<file path="config.mk">
export PLATFORM = sky130hd
export DESIGN_NAME = pulse_mode_input_conditioner
export DESIGN_NICKNAME = d
export VERILOG_FILES = /design/src/rtl/pulse_mode_input_conditioner.sv
export SDC_FILE = /design/constraint.sdc
export NUM_CORES = 1
export LEC_CHECK = 0
export ABC_AREA = 1
export CAP_MARGIN = 10
export CORE_UTILIZATION = 50
export CTS_BUF_LIST = sky130_fd_sc_hd__clkbuf_4 sky130_fd_sc_hd__clkbuf_8 sky130_fd_sc_hd__clkbuf_16
export CTS_CLUSTER_DIAMETER = 120
export DETAILED_ROUTE_END_ITERATION = 6
export PLACE_DENSITY_LB_ADDON = 0.05
export SETUP_SLACK_MARGIN = 0.3
export SLEW_MARGIN = 0
export SYNTH_ARGS = -nofsm -noshare
export SYNTH_HDL_FRONTEND = slang
export SYNTH_SLANG_ARGS = --single-unit
</file>
<file path="constraint.sdc">
create_clock -name cp -period 6.45 [get_ports cp]
set_clock_uncertainty 0.1 [all_clocks]
set_input_delay 1.29 -clock cp [delete_from_list [all_inputs] [get_ports cp]]
set_output_delay 1.29 -clock cp [all_outputs]
set_load 0.05 [all_outputs]
</file>
<file path="src/rtl/pulse_mode_input_conditioner.sv">
// Turns raw, bouncy S3/S2 push-buttons into debounced, mutually exclusive single pulses on x1/x2
// with a quiet gap between them, for the downstream pulse-mode sequence detector.
module pulse_mode_input_conditioner #(
    parameter int unsigned DEBOUNCE_CYCLES = 2000000,
    parameter int unsigned PULSE_WIDTH     = 1000,
    parameter int unsigned GAP_CYCLES      = 1000
) (
    input  logic cp,
    input  logic rst,
    input  logic btn_3,
    input  logic btn_2,
    output logic x1,
    output logic x2,
    output logic busy,
    output logic conflict
);

    localparam int unsigned DB_W = (DEBOUNCE_CYCLES > 1) ? $clog2(DEBOUNCE_CYCLES) : 1;
    localparam int unsigned PW_W = (PULSE_WIDTH > 1) ? $clog2(PULSE_WIDTH) : 1;
    localparam int unsigned GP_W = (GAP_CYCLES > 1) ? $clog2(GAP_CYCLES) : 1;
    localparam logic [DB_W-1:0] DB_LAST = DB_W'(DEBOUNCE_CYCLES - 1);
    localparam logic [PW_W-1:0] PW_LAST = PW_W'(PULSE_WIDTH - 1);
    localparam logic [GP_W-1:0] GP_LAST = GP_W'(GAP_CYCLES - 1);

    typedef enum logic [1:0] {
        IDLE  = 2'd0,
        PULSE = 2'd1,
        HOLD  = 2'd2,
        GAP   = 2'd3
    } state_t;

    // Channel vectors: bit 1 is S3 (btn_3), bit 0 is S2 (btn_2).
    logic [1:0]      meta_q, sync_q, stab_q, stab_d, stab_prev_q, vld_q, rise;
    logic [DB_W-1:0] cnt_q [2];
    logic [DB_W-1:0] cnt_d [2];
    logic            arm_q, arm_d;
    logic            clash;

    state_t          state_q, state_d;
    logic            sel_q, sel_d;
    logic [PW_W-1:0] wcnt_q, wcnt_d;
    logic [GP_W-1:0] gcnt_q, gcnt_d;
    logic            x1_d, x2_d, busy_d, conflict_d;

    // Synchronizers, debounce state and post-reset arming.
    always_ff @(posedge cp or posedge rst) begin
        if (rst) begin
            meta_q      <= '0;
            sync_q      <= '0;
            stab_q      <= '0;
            stab_prev_q <= '0;
            vld_q       <= '0;
            cnt_q       <= '{default: '0};
            arm_q       <= 1'b0;
        end else begin
            meta_q      <= {btn_3, btn_2};
            sync_q      <= meta_q;
            stab_q      <= stab_d;
            stab_prev_q <= stab_q;
            vld_q       <= {vld_q[0], 1'b1};
            cnt_q       <= cnt_d;
            arm_q       <= arm_d;
        end
    end

    always_comb begin
        stab_d = stab_q;
        for (int i = 0; i < 2; i++) begin
            cnt_d[i] = '0;
            if (sync_q[i] != stab_q[i]) begin
                if (cnt_q[i] == DB_LAST) begin
                    stab_d[i] = ~stab_q[i];
                end else begin
                    cnt_d[i] = cnt_q[i] + DB_W'(1);
                end
            end
        end
    end

    // A button still held across reset must be released before its press counts.
    assign arm_d = arm_q | (vld_q[1] & ~|sync_q & ~|stab_q);
    assign rise  = stab_q & ~stab_prev_q;
    assign clash = (rise[1] & stab_q[0]) | (rise[0] & stab_q[1]);

    // Arbiter state register.
    always_ff @(posedge cp or posedge rst) begin
        if (rst) begin
            state_q <= IDLE;
            sel_q   <= 1'b0;
            wcnt_q  <= '0;
            gcnt_q  <= '0;
        end else begin
            state_q <= state_d;
            sel_q   <= sel_d;
            wcnt_q  <= wcnt_d;
            gcnt_q  <= gcnt_d;
        end
    end

    // Arbiter next state.
    always_comb begin
        state_d = state_q;
        sel_d   = sel_q;
        wcnt_d  = wcnt_q;
        gcnt_d  = gcnt_q;
        unique case (state_q)
            IDLE: begin
                if (arm_q) begin
                    if (clash) begin
                        state_d = HOLD;
                    end else if (rise[1]) begin
                        state_d = PULSE;
                        sel_d   = 1'b1;
                        wcnt_d  = PW_LAST;
                    end else if (rise[0]) begin
                        state_d = PULSE;
                        sel_d   = 1'b0;
                        wcnt_d  = PW_LAST;
                    end
                end
            end
            PULSE: begin
                if (wcnt_q == '0) begin
                    state_d = HOLD;
                end else begin
                    wcnt_d = wcnt_q - PW_W'(1);
                end
            end
            HOLD: begin
                if (stab_q == 2'b00) begin
                    state_d = GAP;
                    gcnt_d  = GP_LAST;
                end
            end
            GAP: begin
                if (stab_q != 2'b00) begin
                    state_d = HOLD;
                end else if (gcnt_q == '0) begin
                    state_d = IDLE;
                end else begin
                    gcnt_d = gcnt_q - GP_W'(1);
                end
            end
            default: state_d = IDLE;
        endcase
    end

    // Arbiter outputs, taken from the upcoming state so x1/x2 register on the accepting edge.
    always_comb begin
        x1_d       = 1'b0;
        x2_d       = 1'b0;
        busy_d     = 1'b0;
        conflict_d = 1'b0;
        if (state_d == PULSE) begin
            x1_d = sel_d;
            x2_d = ~sel_d;
        end
        busy_d     = (state_d != IDLE);
        conflict_d = (state_q == IDLE) & arm_q & clash;
    end

    always_ff @(posedge cp or posedge rst) begin
        if (rst) begin
            x1       <= 1'b0;
            x2       <= 1'b0;
            busy     <= 1'b0;
            conflict <= 1'b0;
        end else begin
            x1       <= x1_d;
            x2       <= x2_d;
            busy     <= busy_d;
            conflict <= conflict_d;
        end
    end

endmodule

</file>
; Word-level counts from Yosys, hierarchy flattened
; Cells that the tools add are included.
[totals]
ff_bits = 80
in_bits = 4
out_inout_bits = 4
elab_cells = 95
[classes]
add_sub_neg = 4
n_eq_ne = 15
n_mux = 30
n_bitwise = 13
reduce_logical = 16
[ops]
columns = cell, n
row1 = $mux 21, 4
row2 = $mux 10, 8
row3 = $add 21x1->21 const B, 2
row4 = $eq 21x21->1 const B, 2
row5 = $pmux 10 s2, 2
row6 = $logic_not 10->1, 2
row7 = $sub 10x1->10 const B, 2
row8 = $mux 2, 8
row9 = $ne 2x2->1 const B, 6
row10 = $pmux 2 s4, 1
row11 = $reduce_bool 2->1, 4
row12 = $mux 1, 7
row13 = $and 1x1->1, 6
row14 = $reduce_and 5->1, 1
row15 = $eq 2x1->1 const B, 2
row16 = $eq 2x2->1 const B, 2
row17 = $logic_not 2->1, 2
row18 = $reduce_and 2->1, 2
row19 = $reduce_and 4->1, 1
row20 = $reduce_or 2->1, 2
row21 = $ne 3x3->1 const B, 1
row22 = $not 1->1, 3
row23 = $and 2x2->2, 1
row24 = $logic_not 1->1, 2
row25 = 3 further kinds, 5

; Longest topological paths before layout
; Gate-level depths: netlist of run 1.
[depth]
ltp_word = 9
ltp_mapped = 10

; Worst setup path before layout of run 1
; OpenSTA, ideal clock, no wires.
[synth_path]
path_kind = register -> output
startpoint = register busy
endpoint = output port busy
arrival_ps = 586
t_required_ps = 5060
slack_ps = 4474
stages_incl_launch_ff = 1
path_buffers = 0
cell_sequence = dfrtp_1
[synth_rtl]
columns = item, line
row1 = "start, declared", 14  ; output logic busy,
row2 = "start signal, assigned", 171  ; busy <= busy_d;
; No word-level cell between the ends.

; Worst setup path in the final report of run 1
[layout_path]
startpoint = register x1
endpoint = output port x1
[layout_rtl]
columns = item, line
row1 = "start, declared", 12  ; output logic x1,
row2 = "start signal, assigned", 164  ; x1 <= 1'b0;
row3 = "start signal, assigned", 169  ; x1 <= x1_d;
; No word-level cell between the ends.

==> results list, run 1 <==
- Leaving out fill and tap cells, the most frequent cell in the layout is sky130_fd_sc_hd__nand2_1.
- The worst setup path is launched from a register.
- Std cell rows: 34
- For this run, the total global-route usage over all layers was measured as 22.15%.
- Non-filler cells in the finished layout: 739
- WP data arrival: 1.46 ns
- Drt pass-1 iters: 5
- Cells along the critical path: clkdlybuf4s50_1
- Top Family by Delay on Critical Path: buffers and inverters
- Count of buffers from port buffering: 7
* Most used cells in the layout excluding fill and tap cells: sky130_fd_sc_hd__nand2_1, sky130_fd_sc_hd__nor2_1, sky130_fd_sc_hd__dfrtp_1, sky130_fd_sc_hd__inv_1, sky130_fd_sc_hd__nand3_1
- DIE HEIGHT: 96.44 um
* #FFs+latches synth: 80
- After layout, the minimum clock period comes to 2.853 ns.
* Critical-path cell with the highest stage delay: sky130_fd_sc_hd__clkdlybuf4s50_1
- Detailed placement finished with a half-perimeter wire length of 6553 um.
* Final WL: 9069 um
- Entering global routing, the biggest net connects 81 pins.
* Final weighted congestion in routability-driven placement: 0.8783
- Area overhead of the layout relative to synthesis: 9.905%
- The H-tree was split into 3 levels.
- TritonCTS buffer count: 9
- After filler insertion, the fill cell instance count of the layout stands at 819.
* Antenna viol nets, final: 0
- Top-level port count: 8
* Synthesized area divided by synthesized cell count: 7.286 um^2
* Share of synthesized flip-flops with an asynchronous set or reset: 100.0%
* Startpoint of the lowest-slack hold path: vld_q[0]$_DFF_PP0_
- Post-route setup TNS: 0 ns
- The Yosys step of the flow raised 0 warnings.
- Post-layout nets: 635
- STA puts the critical path data required time at 5.06 ns.
- Setup repair after global routing left no endpoint under its margin.
* Count of final setup violators: 0
- Worst hold path class: register to register
* Final Cycle Share: 44.23%
- Placed cell area: 4644 um^2
* Hold Vio Cnt, Final: 0
- The startpoint identified for the worst register-to-register timing path is cnt_q[0]$_DFF_PP0_.
- After clock tree synthesis, the flow added hold-fix buffers numbering 0.
- Sequential cell area fraction in the yosys report: 44.89%
- Synth Flop Type: sky130_fd_sc_hd__dfrtp_1
- Antenna violations before repair: 0
- The most critical setup path has its startpoint at x1$_DFF_PP0_.
- Post-CTS timing repair inserted 0 buffers for setup.
* Cell total after placement: 724
- Counting every instance in the synthesized netlist gives 612.
- Critical Path Sink Type: primary output
* Multi-input logic area: 2152 um^2
* Grt ovf: 0
* Maximum ir drop on the vdd rail: 108.9 uV
- Yosys mapped a number of flops with a built-in enable equal to 0.
* Detail-routed net length per standard cell: 12.27 um
- In this run the deepest clock path goes through 2 buffers.
* Total number of vias: 3,712
- For this run, design rule violations remaining after detail routing come to 0.
* Pwr dens: 205.5 nW/um^2
* Share of cells above drive strength 1: 7.607%
- Initial standard-cell utilization of the core: 51.38%
- After synthesis the cells add up to 4459 um^2.
- The run finished with clean final reports.
* Core Footprint: 8678 um^2
* Post-Synthesis Net Count: 620
- Chip Width: 96.44 um
* Tightest slew margin relative to the limit: 35.14%
- The number of antenna diodes in the final layout is 0.
- Max cap viols: 0
- The first global-routing pass estimated 15,910 um of wire.
- CTS Root Buffer Type: sky130_fd_sc_hd__clkbuf_8
- In this design, the stage delay of the slowest critical-path cell is 0.79 ns.
- After synthesis, the netlist uses 34 different library cells.
* Clock sink count: 80
- Post-DR vias/cell: 5.023
* Total buffers and inverters traversed by the critical path: 1
* Post-route cell area: 4901 um^2
- Gates resized during post-CTS repair numbered 0.
- Based on the critical path, the design can be clocked at up to 350.5 MHz.
* Clock tree from TritonCTS: built
- Leakage: 2.283 nW
- The number of global-route vias before repair came to 3,476.
* Least-Margin Pin Slew: 0.9729 ns
- The floorplan step defined a die boundary enclosing 9301 um^2.
- For this block, the initial DRC count from the detailed router was 187.
- Across the whole layout, storage elements account for 2002 um^2.
* Slew Viols, Final: 0
* Clock edge transition at the registers on the reported setup and hold paths: 0.08 ns
- Largest fanout on the critical path: 1
* Clk_lat worst skew: 0.35 ns
- Category of the critical setup timing path: register to primary output
-- cell usage after synthesis, types with 5 or more instances --
| master | instances | share of area (%) |
|---|---|---|
| sky130_fd_sc_hd__o21ai_1 | 5 | 0.56 |
| sky130_fd_sc_hd__inv_2 | 5 | 0.42 |
| sky130_fd_sc_hd__nand4_1 | 8 | 1.1 |
| sky130_fd_sc_hd__nand3_1 | 60 | 6.7 |
| sky130_fd_sc_hd__o21ai_2 | 5 | 0.98 |
| sky130_fd_sc_hd__nor3_1 | 15 | 1.7 |
| sky130_fd_sc_hd__nor2_1 | 132 | 11 |
| sky130_fd_sc_hd__nand2_1 | 151 | 13 |
| sky130_fd_sc_hd__dfrtp_1 | 80 | 45 |
| sky130_fd_sc_hd__inv_1 | 67 | 5.6 |
| sky130_fd_sc_hd__a21oi_1 | 6 | 0.67 |
| sky130_fd_sc_hd__xor2_1 | 19 | 3.7 |
| sky130_fd_sc_hd__o21ai_0 | 14 | 1.6 |
| sky130_fd_sc_hd__nor2_2 | 6 | 0.84 |
-- path summary, 6_finish.rpt --
kind / to / slack (ns) / cells past startpoint
hold / removal: vld_q[1]$_DFF_PP0_ / 0.25 / 0
hold reg to reg: vld_q[1]$_DFF_PP0_ / 0.25 / 0
min in group asynchronous: gcnt_q[7]$_DFFE_PP0P_ / 1.46 / 3
setup reg to reg: cnt_q[18]$_DFF_PP0_ / 4.62 / 10
max in group asynchronous: cnt_q[39]$_DFF_PP0_ / 4.16 / 3
setup / recovery: x1 / 3.60 / 1
-- logic make-up after synthesis --
logic type	Yosys count	share of synthesized area, %
buf+inv	77	6.846
simple gates	394	38.27
fa+ha+maj	4	1.122
compound gates	33	4.265
xor+xnor	23	4.517
other cells	1	0.08409
flops	80	44.89
-- metal layers --
metal  routed length, um  vias to the layer above  share of wire, %  GRT usage [%]
met2                4023                       44                44          34.21
met3                 244                       11               2.7          3.052
met5                   0                        -                 0              0
met1                4679                     1714                52          31.96
li1                    -                     1943                 -              -
met4                 121                        0               1.3          7.475
-- registers in the layout, indices dropped and copies added (netlist names) --
name / cells
sel_q: 1
stab_q: 2
cnt_q: 42
vld_q: 2
x2: 1
sync_q: 2
arm_q: 1
x1: 1
meta_q: 2
wcnt_q: 10
state_q: 2
busy: 1
conflict: 1
stab_prev_q: 2
gcnt_q: 10
-- power by group --
part	total (mW)	switching [mW]	leakage, nW	internal [mW]
clock network	0.474	0.180	0.125	0.293
registers	0.509	0.00337	1.09	0.506
logic	0.0241	0.0184	1.06	0.00571
-- area by class of cell --
| cell class | count | share of cell area (%) |
|---|---|---|
| clock inverters | 6 | 2.706 |
| repair buffers | 8 | 1.583 |
| inverters | 73 | 5.668 |
| multi-input cells | 455 | 43.91 |
| flip-flops and latches | 80 | 40.85 |
| well taps | 108 | 2.757 |
| clock buffers | 9 | 2.527 |
-- metrics by stage --
step / setup slack [ns] / hold slack, ns / total power, mW / utilization (%)
after floorplan: 3.008 / 0.2312 / 0.5364 / -
after global placement: 3.688 / 0.2316 / 0.5448 / 53.52
after detailed placement: 3.683 / 0.2358 / 0.5450 / 53.52
after CTS: 3.572 / 0.2536 / 1.023 / 56.47
after global routing: 3.534 / 0.2601 / 1.045 / 56.47
final: 3.597 / 0.2503 / 1.007 / 56.47
No activity file was read; power rests on OpenSTA's default activity.
==> run 2, diff against run 1 <==
==> constraint.sdc (replaced) <==
create_clock -name cp -period 2.85 [get_ports cp]
set_clock_uncertainty 0.1 [all_clocks]
set_input_delay 0.57 -clock cp [delete_from_list [all_inputs] [get_ports cp]]
set_output_delay 0.57 -clock cp [all_outputs]
set_load 0.05 [all_outputs]
==> run 2 against run 1 <==
  * First-iteration DRC count down 3.7%
  * Core utilization is 0.33 points lower
  * Design area fell by 0.59%
  * Combinational power is 140% higher
  * Die area unchanged
  * Final cell count increased by 0.14%
  * Sequential share of layout area increased by 0.24 points
==> results list, run 2 (synthesis gave the netlist of run 1 again) <==
* Top-level port count: 8
- In this run the clock root is driven by a sky130_fd_sc_hd__clkbuf_8.
* Multi-input logic area: 2152 um^2
- The number of max-slew violations in the final report was 0.
* Cells along the critical path: clkdlybuf4s50_1
- Antenna violations before repair: 0
- Count of buffers from port buffering: 7
* Clock edge transition at the registers on the reported setup and hold paths: 0.08 ns
* Total buffers and inverters traversed by the critical path: 1
- Cell total after placement: 725
- Measured along the x axis, the die boundary spans 96.44 um.
- Share of cells above drive strength 1: 7.753%
- N_diodes: 0
- The final layout contains 636 nets.
- Most common cell after layout, fill and taps aside: sky130_fd_sc_hd__nand2_1
* Category of the critical setup timing path: register to primary output
* Reg-to-reg setup timing slack: 1.06 ns
* Final WL: 8764 um
* Drt pass-1 iters: 5
* Non-filler cells in the finished layout: 740
- The routed layout has 3,766 vias.
* Maximum achievable frequency: 469.1 MHz
- Die Footprint: 9301 um^2
* Grt ovf: 0
- The startpoint identified for the worst register-to-register timing path is cnt_q[0]$_DFF_PP0_.
* Register Area: 2002 um^2
- The slowest stage of the critical path is the sky130_fd_sc_hd__clkdlybuf4s50_1 cell.
- Worst hold path class: register to register
- Flip-flop count of the largest register, all copies and words added: 42
- The final critical path takes up 74.80% of the cycle.
- Reg2reg end: cnt_q[18]$_DFF_PP0_
- The first global-routing pass estimated 15,360 um of wire.
- The number of global-route vias before repair came to 3,485.
- Hold is met by 0.2484 ns.
* Regs by FF count: cnt_q (42), gcnt_q (10), wcnt_q (10)
* Post-DR vias/cell: 5.089
- Clock sink count: 80
- Critical Path Sink Type: primary output
- Level count of the clock H-tree: 3
* Maximum ir drop on the vdd rail: 339.1 uV
- At the pin with the least slew margin, the transition time is 0.5209 ns.
* TritonCTS buffer count: 9
* Clk buf depth: 2
- Hold Vio Cnt, Final: 0
- The top cell types in the final layout, fill and taps aside, are sky130_fd_sc_hd__nand2_1, sky130_fd_sc_hd__nor2_1, sky130_fd_sc_hd__dfrtp_1, sky130_fd_sc_hd__inv_1, sky130_fd_sc_hd__nand3_1.
- Once the floorplan was initialized, standard cells occupied 51.38% of the core.
- In this run the standard cell core region covers 8678 um^2.
- Worst reg-to-reg path cell count: 10
- Number of stages on the worst setup path: 1
* Total half-perimeter wirelength after legalization and detailed placement: 6496 um
- The critical path ends at x1.
- Routability-driven placement finished with a final weighted congestion of 0.9212.
- For this design the static power due to leakage is 2.272 nW.
* Most flop-heavy register: cnt_q
- Tracing the worst setup path back leads to its startpoint at x1$_DFF_PP0_.
- Overall Power: 2.072 mW
- Tightest slew margin relative to the limit: 65.20%
- Once the clock tree was built, the setup fixing pass inserted 0 buffers.
- The initialized floorplan defines 34 standard-cell rows.
- GR Util All Layers: 21.14%
- Required time worst endpoint: 2.18 ns
- Result of the run: finished clean
- Critical path launch point type: register
- Antenna viol nets, final: 0
- Largest net degree at the start of global routing: 45
- Compared with the post-synthesis result, the final layout area differs by 9.259%.
- Pwr dens: 425.4 nW/um^2
* WP data arrival: 1.46 ns
* Detail-routed net length per standard cell: 11.84 um
- Top Family by Delay on Critical Path: buffers and inverters
* Post-route setup TNS: 0 ns
- Post-cts hold buffer count: 0
- Layout filler cell count: 818
- DIE HEIGHT: 96.44 um
- Clk_lat worst skew: 0.34 ns
* Count of final setup violators: 0
- Max-cap violations in this run came to 0.
- 1st-iter DRT viols: 180
* Clock tree from TritonCTS: built
- In the routed design, unresolved DRC markers number 0.
- Setup repair after global routing left no endpoint under its margin.
* Post-CTS resize count: 0
* Post-route minimum period: 2.132 ns
- CP peak stage delay: 0.79 ns
- Of all nets on the critical path, the largest fanout is 1.
run 2: cell types whose count changed in the layout (fill, tap and decap cells not counted), sizes merged:
cell    delta
clkbuf     +3
bufinv     -3
buf        +1
run 2: stage by stage:
stage | cell area, um^2 | utilization, % | setup slack (ns)
final | 4872 | 56.14 | 0.7181
after global routing | 4872 | 56.14 | 0.6348
after CTS | 4872 | 56.14 | 0.6963
after detailed placement | 4667 | 53.78 | 1.048
after global placement | 4667 | 53.78 | 1.072
after floorplan | 4463 | - | 1.205
run 2: cell type report:
| type | instances | share of cell area (%) |
|---|---|---|
| Inverter | 73 | 5.752 |
| Tap cell | 108 | 2.774 |
| Multi-Input combinational cell | 455 | 44.17 |
| Clock buffer | 12 | 3.390 |
| Sequential cell | 80 | 41.09 |
| Timing Repair Buffer | 9 | 2.003 |
| Clock inverter | 3 | 0.8218 |
run 2: where the power goes:
group / internal, mW / leakage, nW / switching [mW] / total [mW]
registers: 1.15 / 1.09 / 0.00740 / 1.15
clock network: 0.469 / 0.108 / 0.392 / 0.861
logic: 0.0158 / 1.07 / 0.0429 / 0.0588
total: 1.63 / 2.27 / 0.442 / 2.07
run 2: worst min-delay path by stage:
stage	cells past startpoint	startpoint	end
6_report	0	meta_q[1]$_DFF_PP0_	sync_q[1]$_DFF_PP0_
5_1_grt	0	meta_q[0]$_DFF_PP0_	sync_q[0]$_DFF_PP0_
4_1_cts	0	meta_q[1]$_DFF_PP0_	sync_q[1]$_DFF_PP0_
3_5_place_dp	0	meta_q[1]$_DFF_PP0_	sync_q[1]$_DFF_PP0_
3_3_place_gp	0	vld_q[0]$_DFF_PP0_	vld_q[1]$_DFF_PP0_
2_1_floorplan	0	meta_q[0]$_DFF_PP0_	sync_q[0]$_DFF_PP0_
run 2: routing by layer:
layer  up-vias  part of all wire (%)  routed length, um  track usage (%)
li1       1953                     -                  -                -
met1      1726                    50               4388            29.17
met2        74                    45               3949            32.98
met3        13                   3.3                287            3.599
met4         0                   1.6                138            8.578
met5         -                     0                  0                0
==> run 3, diff against run 2 <==
==> constraint.sdc (replaced) <==
create_clock -name cp -period 2.2 [get_ports cp]
set_clock_uncertainty 0.1 [all_clocks]
set_input_delay 0.44 -clock cp [delete_from_list [all_inputs] [get_ports cp]]
set_output_delay 0.44 -clock cp [all_outputs]
set_load 0.05 [all_outputs]
==> run 3 against run 2 <==
  * Non-clock buffer count down 1
  * Via count down 1.9%
  * Worst setup slack worse by 0.24 ns
  * Sequential share of layout area down 0.095 points
  * Largest cell class unchanged
  * Critical endpoint is now conflict
  * Clock-buffer cell count up 1
  * Sequential power up 30%
  * Critical path depth unchanged
  * Register-to-register slack worse by 0.58 ns
  * Die area unchanged
  * Final cell count unchanged
  * Clock power up 30%
  * Core utilization up 0.13 points
==> results list, run 3 (synthesis gave the netlist of run 1 again) <==
- The pre-antenna-repair detailed-routing pass consisted of 4 iterations.
- Number of stages on the worst setup path: 1
- WP data arrival: 1.18 ns
* N_diodes: 0
* Multi-input logic area: 2175 um^2
* Critical-path cell with the highest stage delay: sky130_fd_sc_hd__dlygate4sd2_1
* Reg-to-reg setup timing slack: 0.48 ns
- For this block, the routed nets add up to 9021 um of wire.
- In this run the core area contains 34 standard-cell rows.
* Clk_lat worst skew: 0.34 ns
- After the first detailed-routing iteration, the DRC count stood at 182.
* Clk buf depth: 2
- The first global-routing pass estimated 15,350 um of wire.
- Die Footprint: 9301 um^2
* Cells along the critical path: dlygate4sd2_1
* Flip-flop count of the largest register, all copies and words added: 42
- Count of buffers from port buffering: 7
- Post-route cell area: 4883 um^2
- Summing over every cut layer, the via total after detailed routing is 3,695.
* Worst setup slack after placement: 0.3323 ns
* Worst reg-to-reg path cell count: 10
- In the final layout, flip-flops and latches occupy 2002 um^2.
- After filler insertion, the fill cell instance count of the layout stands at 818.
- The critical path ends at conflict.
- Detailed placement finished with a half-perimeter wire length of 6508 um.
* Reg2reg end: cnt_q[20]$_DFF_PP0_
* Final Cycle Share: 78.24%
- STA classifies the critical path startpoint as a register.
- Antenna violations before repair: 0
- Summed over all cells, the static leakage comes to 2.289 nW.
* Maximum achievable frequency: 581.0 MHz
- After clock tree synthesis, the clock-pin slew on the worst setup and hold paths is 0.08 ns.
* Vias in the first global route: 3,415
- The cell sitting at the root of the clock tree is a sky130_fd_sc_hd__clkbuf_8.
- The area growth from synthesis to layout is 9.512%.
* Most flop-heavy register: cnt_q
- Share of cells above drive strength 1: 8.544%
- Final critical-path setup slack: 0.4788 ns
- In this design, the largest share of critical-path delay is due to buffers and inverters.
- Placed cell area: 4659 um^2
- Across the run, the number of max-cap violations was 0.
- RR Startpoint: cnt_q[0]$_DFF_PP0_
- Adding up every negative setup slack in the final design gives 0 ns.
- After detailed routing, the average wire length per cell comes to 12.19 um.
- Initial standard-cell utilization of the core: 51.38%
* GR Util All Layers: 21.34%
- Hold Vio Cnt, Final: 0
* Level count of the clock H-tree: 3
* Count of final setup violators: 0
- Core Footprint: 8678 um^2
* Antenna viol nets, final: 0
- Required time worst endpoint: 1.66 ns
- TritonCTS created 9 clock buffers.
- In this run the worst path has a maximum fanout of 1.
- The worst path needs 1.721 ns of the cycle, external delays included.
* Regs by FF count: cnt_q (42), gcnt_q (10), wcnt_q (10)
- The tree built by TritonCTS fans out to 80 sinks.
- Sequential group share of total power: 55.4%
- From left edge to right edge, the die measures 96.44 um.
- The clock network is responsible for 41.7% of the overall power.
- After detailed routing, the number of vias per cell comes to 4.993.
- On the worst path, the slowest cell contributes a delay of 0.52 ns.
- Entering global routing, the biggest net connects 81 pins.
- The final layout contains 635 nets.
* Net switching fraction of the power: 21.55%
- Top-level port count: 8
- The worst setup path is captured at a primary output.
* Most used cells in the layout excluding fill and tap cells: sky130_fd_sc_hd__nand2_1, sky130_fd_sc_hd__nor2_1, sky130_fd_sc_hd__dfrtp_1, sky130_fd_sc_hd__inv_1, sky130_fd_sc_hd__nand3_1
- TritonCTS built the clock tree.
* Most common cell after layout, fill and taps aside: sky130_fd_sc_hd__nand2_1
- Slew Viols, Final: 0
- IR analysis of the VDD net gives a maximum drop of 338.0 uV.
- Start point of the critical path: conflict$_DFF_PP0_
- Final weighted congestion in routability-driven placement: 0.9162
- The worst setup path is of the register to primary output kind.
* Pwr dens: 551.5 nW/um^2
- Total net switching power: 580.5 uW
* Post-detailed-route DRC marker count: 0
- The run finished with clean final reports.
- Total buffers and inverters traversed by the critical path: 1
* Part of the power in combinational logic: 2.9%
- Grt ovf: 0
* Worst hold path class: register to register
- DIE HEIGHT: 96.44 um
- Setup repair after global routing left no endpoint under its margin.
* Internal Pwr Total: 2.113 mW
run 3: power by group through the flow:
stage	clock network (mW)	registers, mW	logic, mW
global placement	0	1.52	0.0783
global route	1.22	1.49	0.0916
detailed placement	0	1.52	0.0798
CTS	1.17	1.49	0.0801
finish	1.12	1.49	0.0776
floorplan	0	1.52	0.0524
run 3: final cells by class:
type	count	share of cell area, %
Clock buffer	13	3.408
Tap cell	108	2.767
Sequential cell	80	40.99
Timing Repair Buffer	8	1.742
Clock inverter	3	0.8199
Multi-Input combinational cell	455	44.53
Inverter	73	5.739
run 3: worst min path at each step:
stage	from	cells after the start	slack [ns]	end
6_report	meta_q[0]$_DFF_PP0_	0	0.25	sync_q[0]$_DFF_PP0_
5_1_grt	meta_q[1]$_DFF_PP0_	0	0.26	sync_q[1]$_DFF_PP0_
4_1_cts	vld_q[0]$_DFF_PP0_	0	0.26	vld_q[1]$_DFF_PP0_
3_5_place_dp	vld_q[0]$_DFF_PP0_	0	0.24	vld_q[1]$_DFF_PP0_
3_3_place_gp	meta_q[0]$_DFF_PP0_	0	0.23	sync_q[0]$_DFF_PP0_
2_1_floorplan	meta_q[0]$_DFF_PP0_	0	0.23	sync_q[0]$_DFF_PP0_
run 3: what timing repair did:
item	CTS	global route
hold buffers	0	0
buffers inserted	0	0
resized for setup	4	7
gates cloned	0	0
setup endpoints to repair	4	25
run 3: through the flow:
step	hold WS, ns	util [%]	cells	total power [mW]
detailed placement	0.2371	53.69	724	1.602
floorplan	0.2312	-	612	1.573
finish	0.2513	56.27	740	2.693
CTS	0.2551	56.01	740	2.740
global placement	0.2321	53.69	724	1.600
global route	0.2581	56.27	740	2.806
run 3: layer usage:
metal / global-route usage (%) / vias up / routed length [um]
met4: 7.475 / 0 / 141
met3: 2.973 / 13 / 266
met1: 30.88 / 1687 / 4679
met2: 32.69 / 46 / 3933
met5: 0 / - / 0
li1: - / 1949 / -
